===== src/rtl/equality_run_detector.sv =====
// Purpose: compares each accepted sample against a loaded key, reports a per-sample equal flag, tracks runs and declares lock.
// Latency: 1 cycle from accept to out_valid/out_equal; counters and locked update on the same edge.
// Backpressure: single-entry output register; in_ready drops while a result is held and out_ready is low.
module equality_run_detector #(
   parameter int W         = 5,
   parameter int THRESHOLD = 3,
   parameter int CW        = 4
) (
   input  logic          clk,
   input  logic          rst_n,
   input  logic          key_load,
   input  logic [W-1:0]  key_in,
   input  logic          in_valid,
   input  logic [W-1:0]  in_data,
   output logic          in_ready,
   output logic          out_valid,
   output logic          out_equal,
   input  logic          out_ready,
   output logic [CW-1:0] run_count,
   output logic [CW-1:0] match_total,
   output logic          locked
);

   // State encoding kept as plain constants for compatibility with older tooling.
   localparam logic [1:0] ST_NOKEY  = 2'd0;
   localparam logic [1:0] ST_HUNT   = 2'd1;
   localparam logic [1:0] ST_LOCKED = 2'd2;

   localparam logic [CW-1:0] CNT_MAX = '1;
   localparam logic [CW-1:0] THR     = CW'(THRESHOLD);

   logic [1:0]    state;
   logic [1:0]    state_nxt;
   logic [W-1:0]  key;
   logic          accept;
   logic          eq;
   logic          out_valid_nxt;
   logic [CW-1:0] run_inc;
   logic [CW-1:0] total_inc;
   logic [CW-1:0] run_count_nxt;
   logic [CW-1:0] match_total_nxt;
   logic          locked_nxt;

   // The output slot can take a new sample when empty or when it drains this cycle.
   assign in_ready = (state != ST_NOKEY) && (!out_valid || out_ready);
   assign accept   = in_valid && in_ready;

   // Comparison uses the key already in the register, so a same-cycle load never affects it.
   assign eq = (in_data == key);

   // Saturating increments; both counters stick at all-ones rather than wrapping.
   assign run_inc   = (run_count   == CNT_MAX) ? run_count   : run_count   + 1'b1;
   assign total_inc = (match_total == CNT_MAX) ? match_total : match_total + 1'b1;

   // Output occupancy: a new accept always fills the slot; otherwise it empties only when consumed.
   always_comb begin
      out_valid_nxt = out_valid;
      if (accept) begin
         out_valid_nxt = 1'b1;
      end else if (out_ready) begin
         out_valid_nxt = 1'b0;
      end
   end

   // Run tracking and state: key_load wins over any same-cycle accept, which then only feeds the output.
   always_comb begin
      state_nxt       = state;
      run_count_nxt   = run_count;
      match_total_nxt = match_total;
      locked_nxt      = locked;
      if (key_load) begin
         state_nxt       = ST_HUNT;
         run_count_nxt   = '0;
         match_total_nxt = '0;
         locked_nxt      = 1'b0;
      end else if (accept) begin
         if (eq) begin
            run_count_nxt   = run_inc;
            match_total_nxt = total_inc;
            if (run_inc >= THR) begin
               state_nxt  = ST_LOCKED;
               locked_nxt = 1'b1;
            end
         end else begin
            run_count_nxt = '0;
            state_nxt     = ST_HUNT;
            locked_nxt    = 1'b0;
         end
      end
   end

   // Key register: reset to zero, reloaded whenever key_load is asserted.
   always_ff @(posedge clk) begin
      if (!rst_n) begin
         key <= '0;
      end else if (key_load) begin
         key <= key_in;
      end
   end

   // Output register: out_equal only changes on accept, so it stays stable while stalled.
   always_ff @(posedge clk) begin
      if (!rst_n) begin
         out_valid <= 1'b0;
         out_equal <= 1'b0;
      end else begin
         out_valid <= out_valid_nxt;
         if (accept) begin
            out_equal <= eq;
         end
      end
   end

   // State, counters and lock flag registered together so locked aligns with run_count.
   always_ff @(posedge clk) begin
      if (!rst_n) begin
         state       <= ST_NOKEY;
         run_count   <= '0;
         match_total <= '0;
         locked      <= 1'b0;
      end else begin
         state       <= state_nxt;
         run_count   <= run_count_nxt;
         match_total <= match_total_nxt;
         locked      <= locked_nxt;
      end
   end

endmodule


===== config.mk =====
export PLATFORM = sky130hd
export DESIGN_NAME = equality_run_detector
export DESIGN_NICKNAME = d
export VERILOG_FILES = /design/src/rtl/equality_run_detector.sv
export SDC_FILE = /design/constraint.sdc
export NUM_CORES = 1
export LEC_CHECK = 0
export CAP_MARGIN = 20
export CORE_MARGIN = 10
export CORE_UTILIZATION = 40
export CTS_CLUSTER_DIAMETER = 100
export DETAILED_ROUTE_END_ITERATION = 12
export GPL_TIMING_DRIVEN = 0
export PLACE_DENSITY_LB_ADDON = 0.12
export SLEW_MARGIN = 10
export SYNTH_ARGS = -nofsm -noshare
export SYNTH_HDL_FRONTEND = slang
export SYNTH_SLANG_ARGS = --single-unit

===== constraint.sdc =====
create_clock -name clk -period 1.95 [get_ports clk]
set_input_delay 0.2925 -clock clk [delete_from_list [all_inputs] [get_ports clk]]
set_output_delay 0.2925 -clock clk [all_outputs]
set_load 0.05 [all_outputs]

# After elaboration in Yosys (flattened, before gate mapping)
# Index checks and enable logic that the tools add are counted.
[totals] reg_bits=18 inputBits=15 wordCells=39
[classes] n_addsub=2 n_lt_le_gt_ge=1 n_eq_ne=5 n_mux=10 n_bitwise=2 n_reduce_logical=11
[ops] operator="4-bit by 1-bit adder with 4-bit output (second input constant)" n=2
[ops] operator="4-bit == test (second input constant)" n=2
[ops] operator="4-bit 2-to-1 mux" n=2
[ops] operator="1-bit 2-to-1 mux" n=6
[ops] operator="2-bit nonzero test" n=3
[ops] operator="5-bit == test" n=1
[ops] operator="4-bit by 2-bit greater-or-equal comparator with 1-bit output (second input constant)" n=1
[ops] operator="2-bit 2-to-1 mux" n=2
[ops] operator="2-bit AND reduction" n=2
[ops] operator="3-bit by 2-bit inequality test with 1-bit output (second input constant)" n=1
[ops] operator="3-bit AND reduction" n=1
[ops] operator="1-bit logical AND" n=2
[ops] operator="2-bit by 1-bit inequality test with 1-bit output (second input constant)" n=1
[ops] operator="1-bit inverter" n=2
[ops] operator="2-bit OR reduction" n=1
[ops] operator="1-bit zero test" n=1
[ops] operator="1-bit logical OR" n=1

# Depth between registers and ports, before layout
[depth] word_depth=7 mapped_depth=5 ltp_nobuf=5

# Worst setup path after synthesis
# No wires, ideal clock.
[synth_timing] path_kind="register to register" startpoint="reg run_count[0]" endpoint="reg locked" t_arrival_ps=1752 required_ps=1829 path_slack_ps=76 stages_incl_launch_ff=6 path_buffers=0 synth_period_minus_slack_ps=1874 cell_sequence="dfxtp_1 ha_1 nor2b_1 a2111o_1 a21oi_1 nor3_1"
[synth_via] elab_chain_cells=5 elab_cells_between_ends=6 classes_between="1 x add/sub; 1 x order compare; 2 x eq/ne; 1 x mux; 1 x reduce/logical"
[synth_lines] element="from (decl)" line="19" source="output logic [CW-1:0] run_count,"
[synth_lines] element="from (signal assigned)" line="123" source="run_count <= run_count_nxt;"
[synth_lines] element="4-bit by 1-bit adder with 4-bit output or 4-bit == test (tied branches)" line="52" source="assign run_inc = (run_count == CNT_MAX) ? run_count : run_count + 1'b1;"
[synth_lines] element="4-bit 2-to-1 mux (*)" line="52"
[synth_lines] element="4-bit by 2-bit greater-or-equal comparator with 1-bit output (*)" line="80" source="if (run_inc >= THR) begin"
[synth_lines] element="2-bit by 1-bit inequality test with 1-bit output (no line) (*)"
[synth_lines] element="2-bit AND reduction (no line) (*)"
[synth_lines] element="to (signal assigned)" line="125" source="locked <= locked_nxt;"
[synth_lines] element="to (decl)" line="21" source="output logic locked"
# Every way passes the cells marked *; elsewhere a longest branch is shown, timed or not.
# A chain may end at the register's enable or synchronous reset.

# Worst setup path after layout
[layout_timing] startpoint="reg run_count[1]" endpoint="out run_count[1]"
# No word-level cell between the ends.

==> out/qor.yml <==
finish:
  fin_cells: 150
  final_cell_area_um2: 1180
  syn_to_final_growth_pct: 35.5
  antennaDiodeCount: 0
  fin_nets: 141
  drive_gt1_frac: 0.0732
  utilization: 0.586
critical_path:
  crit_path_end_kind: "output port"
  criticalPathCategory: "flop to output port"
  cp_top_family: "buffers and inverters"
  crit_slowest_cell: "clkdlybuf4s50_1"
  slowest_delay_ps: 850
  critPathLaunch: "run_count[1]"
  startpoint_type: "flop"
  critical_path_depth: 1
  timing.rr.end: "state[0]"
  cp_cell_sequence: "clkdlybuf4s50_1"
  r2r_start: "run_count[0]"
  critPathBufInv: 1
  r2r_cells: 5
  worstPathRequired_ps: 1660
  crit_fanout: 7
  cp.arrival_ps: 1590
  r2r_setup_slack_ps: 340
run_status:
  status: "finished, final reports clean"
synthesis:
  synthCells: 94
  synth-adder-area-share: 0.0286
  muxShareOfSynthArea: 0.0801
  yosysMostFrequentCell: "dfxtp_1"
  synth-edff-count: 0
  ys_ff_latch: 17
  synthSimpleGateAreaFrac: 0.259
  synthArstFlopShare: 0
  synth_compound_area_frac: 0.172
  ys_types: 32
  synthXorXnorAreaFrac: 0.0501
  synth.avg_cell_area_um2: 9.30
  synth_top_family_by_area: "simple AND/OR/NAND/NOR gates"
  syn_area_um2: 875
  syn_nets: 111
  synthTopCellsByCount: "17 x dfxtp_1, 8 x nor2b_1, 7 x mux2i_1, 7 x nand2_1, 6 x nand4_1"
  yosys_warnings: 0
  synth.area.top_cells: "dfxtp_1 39%, mux2i_1 8.0%, nor2b_1 5.7%, xor2_1 5.0%, nand4_1 4.3%"
  yosysTopAreaCell: "dfxtp_1"
  synth-main-ff-cell: "dfxtp_1"
  seq_area_frac_synth: 0.389
  synth_top_area_frac: 0.389
timing:
  rsz0062_at_grt: "no"
  fin_hold_ws_ps: 476
  skew_ps: 2.53
  post-route-min-period_ps: 1880
  finalSetupViolCount: 0
  tightest_slew_ps: 507
  fmaxAchievable_ghz: 0.532
  tns_ps: 0
  finalMaxSlewViolations: 0
  hold_viol: 0
  maxSlewHeadroom: 0.661
  min_period_over_period: 0.964
min_path:
  min-delay-start: "out_equal"
  hp-class: "flop to flop"
  hold_depth: 2
  worstHoldEndpoint: "out_equal"
floorplanning:
  core_region_area_um2: 2020
  initial_core_util: 0.433
  row_count: 16
  die_width_um: 66.8
  dieHeight_um: 66.8
  io_pins: 27
  die_area_um2: 4460
grt:
  gr-usage-all-layers: 0.0978
  grt_pass1_wl_um: 3460
  antenna_found_initial: 0
  grt_max_degree: 11
  grt_pass1_vias: 780
  gr-total-overflow: 0
clocking:
  htree_levels: 1
  path_clk_slew_ps: 100
  cts_root_buffer: "clkbuf_4"
  clk_latency_ps: 290
  cts_max_path_buffers: 2
  clock_sinks: 17
  numCtsBuffers: 3
  post_cts_buffers: 0
  cts_tree: "done"
placed_design:
  io_buffer_count: 25
  placed_cells: 146
  gp_congestion: 0.789
  place_hpwl_um: 1580
  place_area_um2: 1160
detailed_routing:
  wirelength_um: 2060
  wl_per_cell_um: 13.7
  drc: 0
  vias_per_cell: 5.14
  dr.pass1.iters: 4
  drt_first_iter_violations: 33
  ant_nets: 0
  vias: 771
power_and_ir_drop:
  powerDensity_nw_per_um2: 560
  p_leak_nw: 0.517
  ir_drop_uv: 409
run:
  max_cap_violations: 0
==> repair_timing <==
item / in CTS / in global routing
hold buffers: 0 / 0
setup endpoints to repair: 2 / 1
pin swaps: 0 / 0
resized for setup: 2 / 1
==> kinds of logic after synthesis <==
group                    after synthesis
multiplexers                           7
flip-flops                            17
AO/OA/AOI/OAI                         19
adder cells (fa/ha/maj)                2
XOR/XNOR                               5
buffers and inverters                  4
AND/OR/NAND/NOR                       40
==> cell type report <==
| class | instances | area [um^2] |
|---|---|---|
| Buffer | 4 | 18.8 |
| Clock buffer | 4 | 26.3 |
| Fill cell | 188 | 837 |
| Multi-Input combinational cell | 73 | 515 |
| Sequential cell | 17 | 340 |
| Tap cell | 27 | 33.8 |
| Timing Repair Buffer | 25 | 250 |
==> state kept, by name, indices dropped and copies added (netlist names) <==
register / count
key: 5
locked: 1
match_total: 4
out_equal: 1
out_valid: 1
run_count: 4
state: 1
==> power breakdown <==
group	total, W	internal, W	switching (W)
registers	0.000362	0.000356	0.00000526
clock network	0.000194	0.0000796	0.000114
logic	0.000109	0.0000529	0.0000559
==> cell usage in the layout, fill, tap and decap left out <==
| cell | Yosys | final |
|---|---|---|
| dlymetal6s2s_1 | 0 | 1 |
| ha_1 | 2 | 2 |
| nor2b_1 | 8 | 8 |
| o31a_1 | 1 | 1 |
| nand2_1 | 7 | 7 |
| o311a_1 | 1 | 1 |
| a21boi_0 | 2 | 2 |
| nand2b_1 | 3 | 3 |
| clkdlybuf4s50_1 | 0 | 22 |
| nand3b_1 | 2 | 2 |
| nand4_1 | 6 | 6 |
| o211ai_1 | 1 | 1 |
| nor3_1 | 3 | 3 |
| o211a_1 | 1 | 1 |
| and3_1 | 2 | 2 |
| clkbuf_1 | 1 | 2 |
| xor2_1 | 5 | 5 |
| and3_2 | 1 | 1 |
| a211oi_1 | 1 | 1 |
| buf_2 | 3 | 3 |
| nor2b_2 | 1 | 1 |
| a21oi_1 | 3 | 3 |
| and2_1 | 1 | 1 |
| nor2_1 | 2 | 2 |
| or2_2 | 1 | 1 |
| a21bo_1 | 1 | 1 |
| dlygate4sd2_1 | 0 | 2 |
| a21boi_1 | 1 | 1 |
| a31oi_1 | 3 | 3 |
| a2111o_1 | 1 | 1 |
| nand3_1 | 3 | 3 |
| a41oi_1 | 1 | 1 |
| a41o_1 | 2 | 2 |
| dfxtp_1 | 17 | 17 |
| clkbuf_4 | 0 | 3 |
| mux2i_1 | 7 | 7 |
==> per-layer routing <==
metal	GRT usage	part of all wire
met1	0.104	0.43
met2	0.164	0.48
met3	0.0552	0.081
met4	0.0236	0.0044
met5	0	0
==> worst max path at each step <==
stage	endpoint	slack [ps]
final	run_count[1]	70
after detailed placement	in_ready	-160
after global routing	run_count[1]	6
after global placement	in_ready	-170
after CTS	run_count[2]	40
after floorplan	locked	80
==> metrics by stage <==
step	worst slack (ps)	power, W
after floorplan	76.2	0.000433
after global placement	-171	0.000478
after detailed placement	-160	0.000481
after CTS	42.9	0.000674
after global routing	5.90	0.000703
final	70.9	0.000664
No activity file was read; power rests on OpenSTA's default activity.
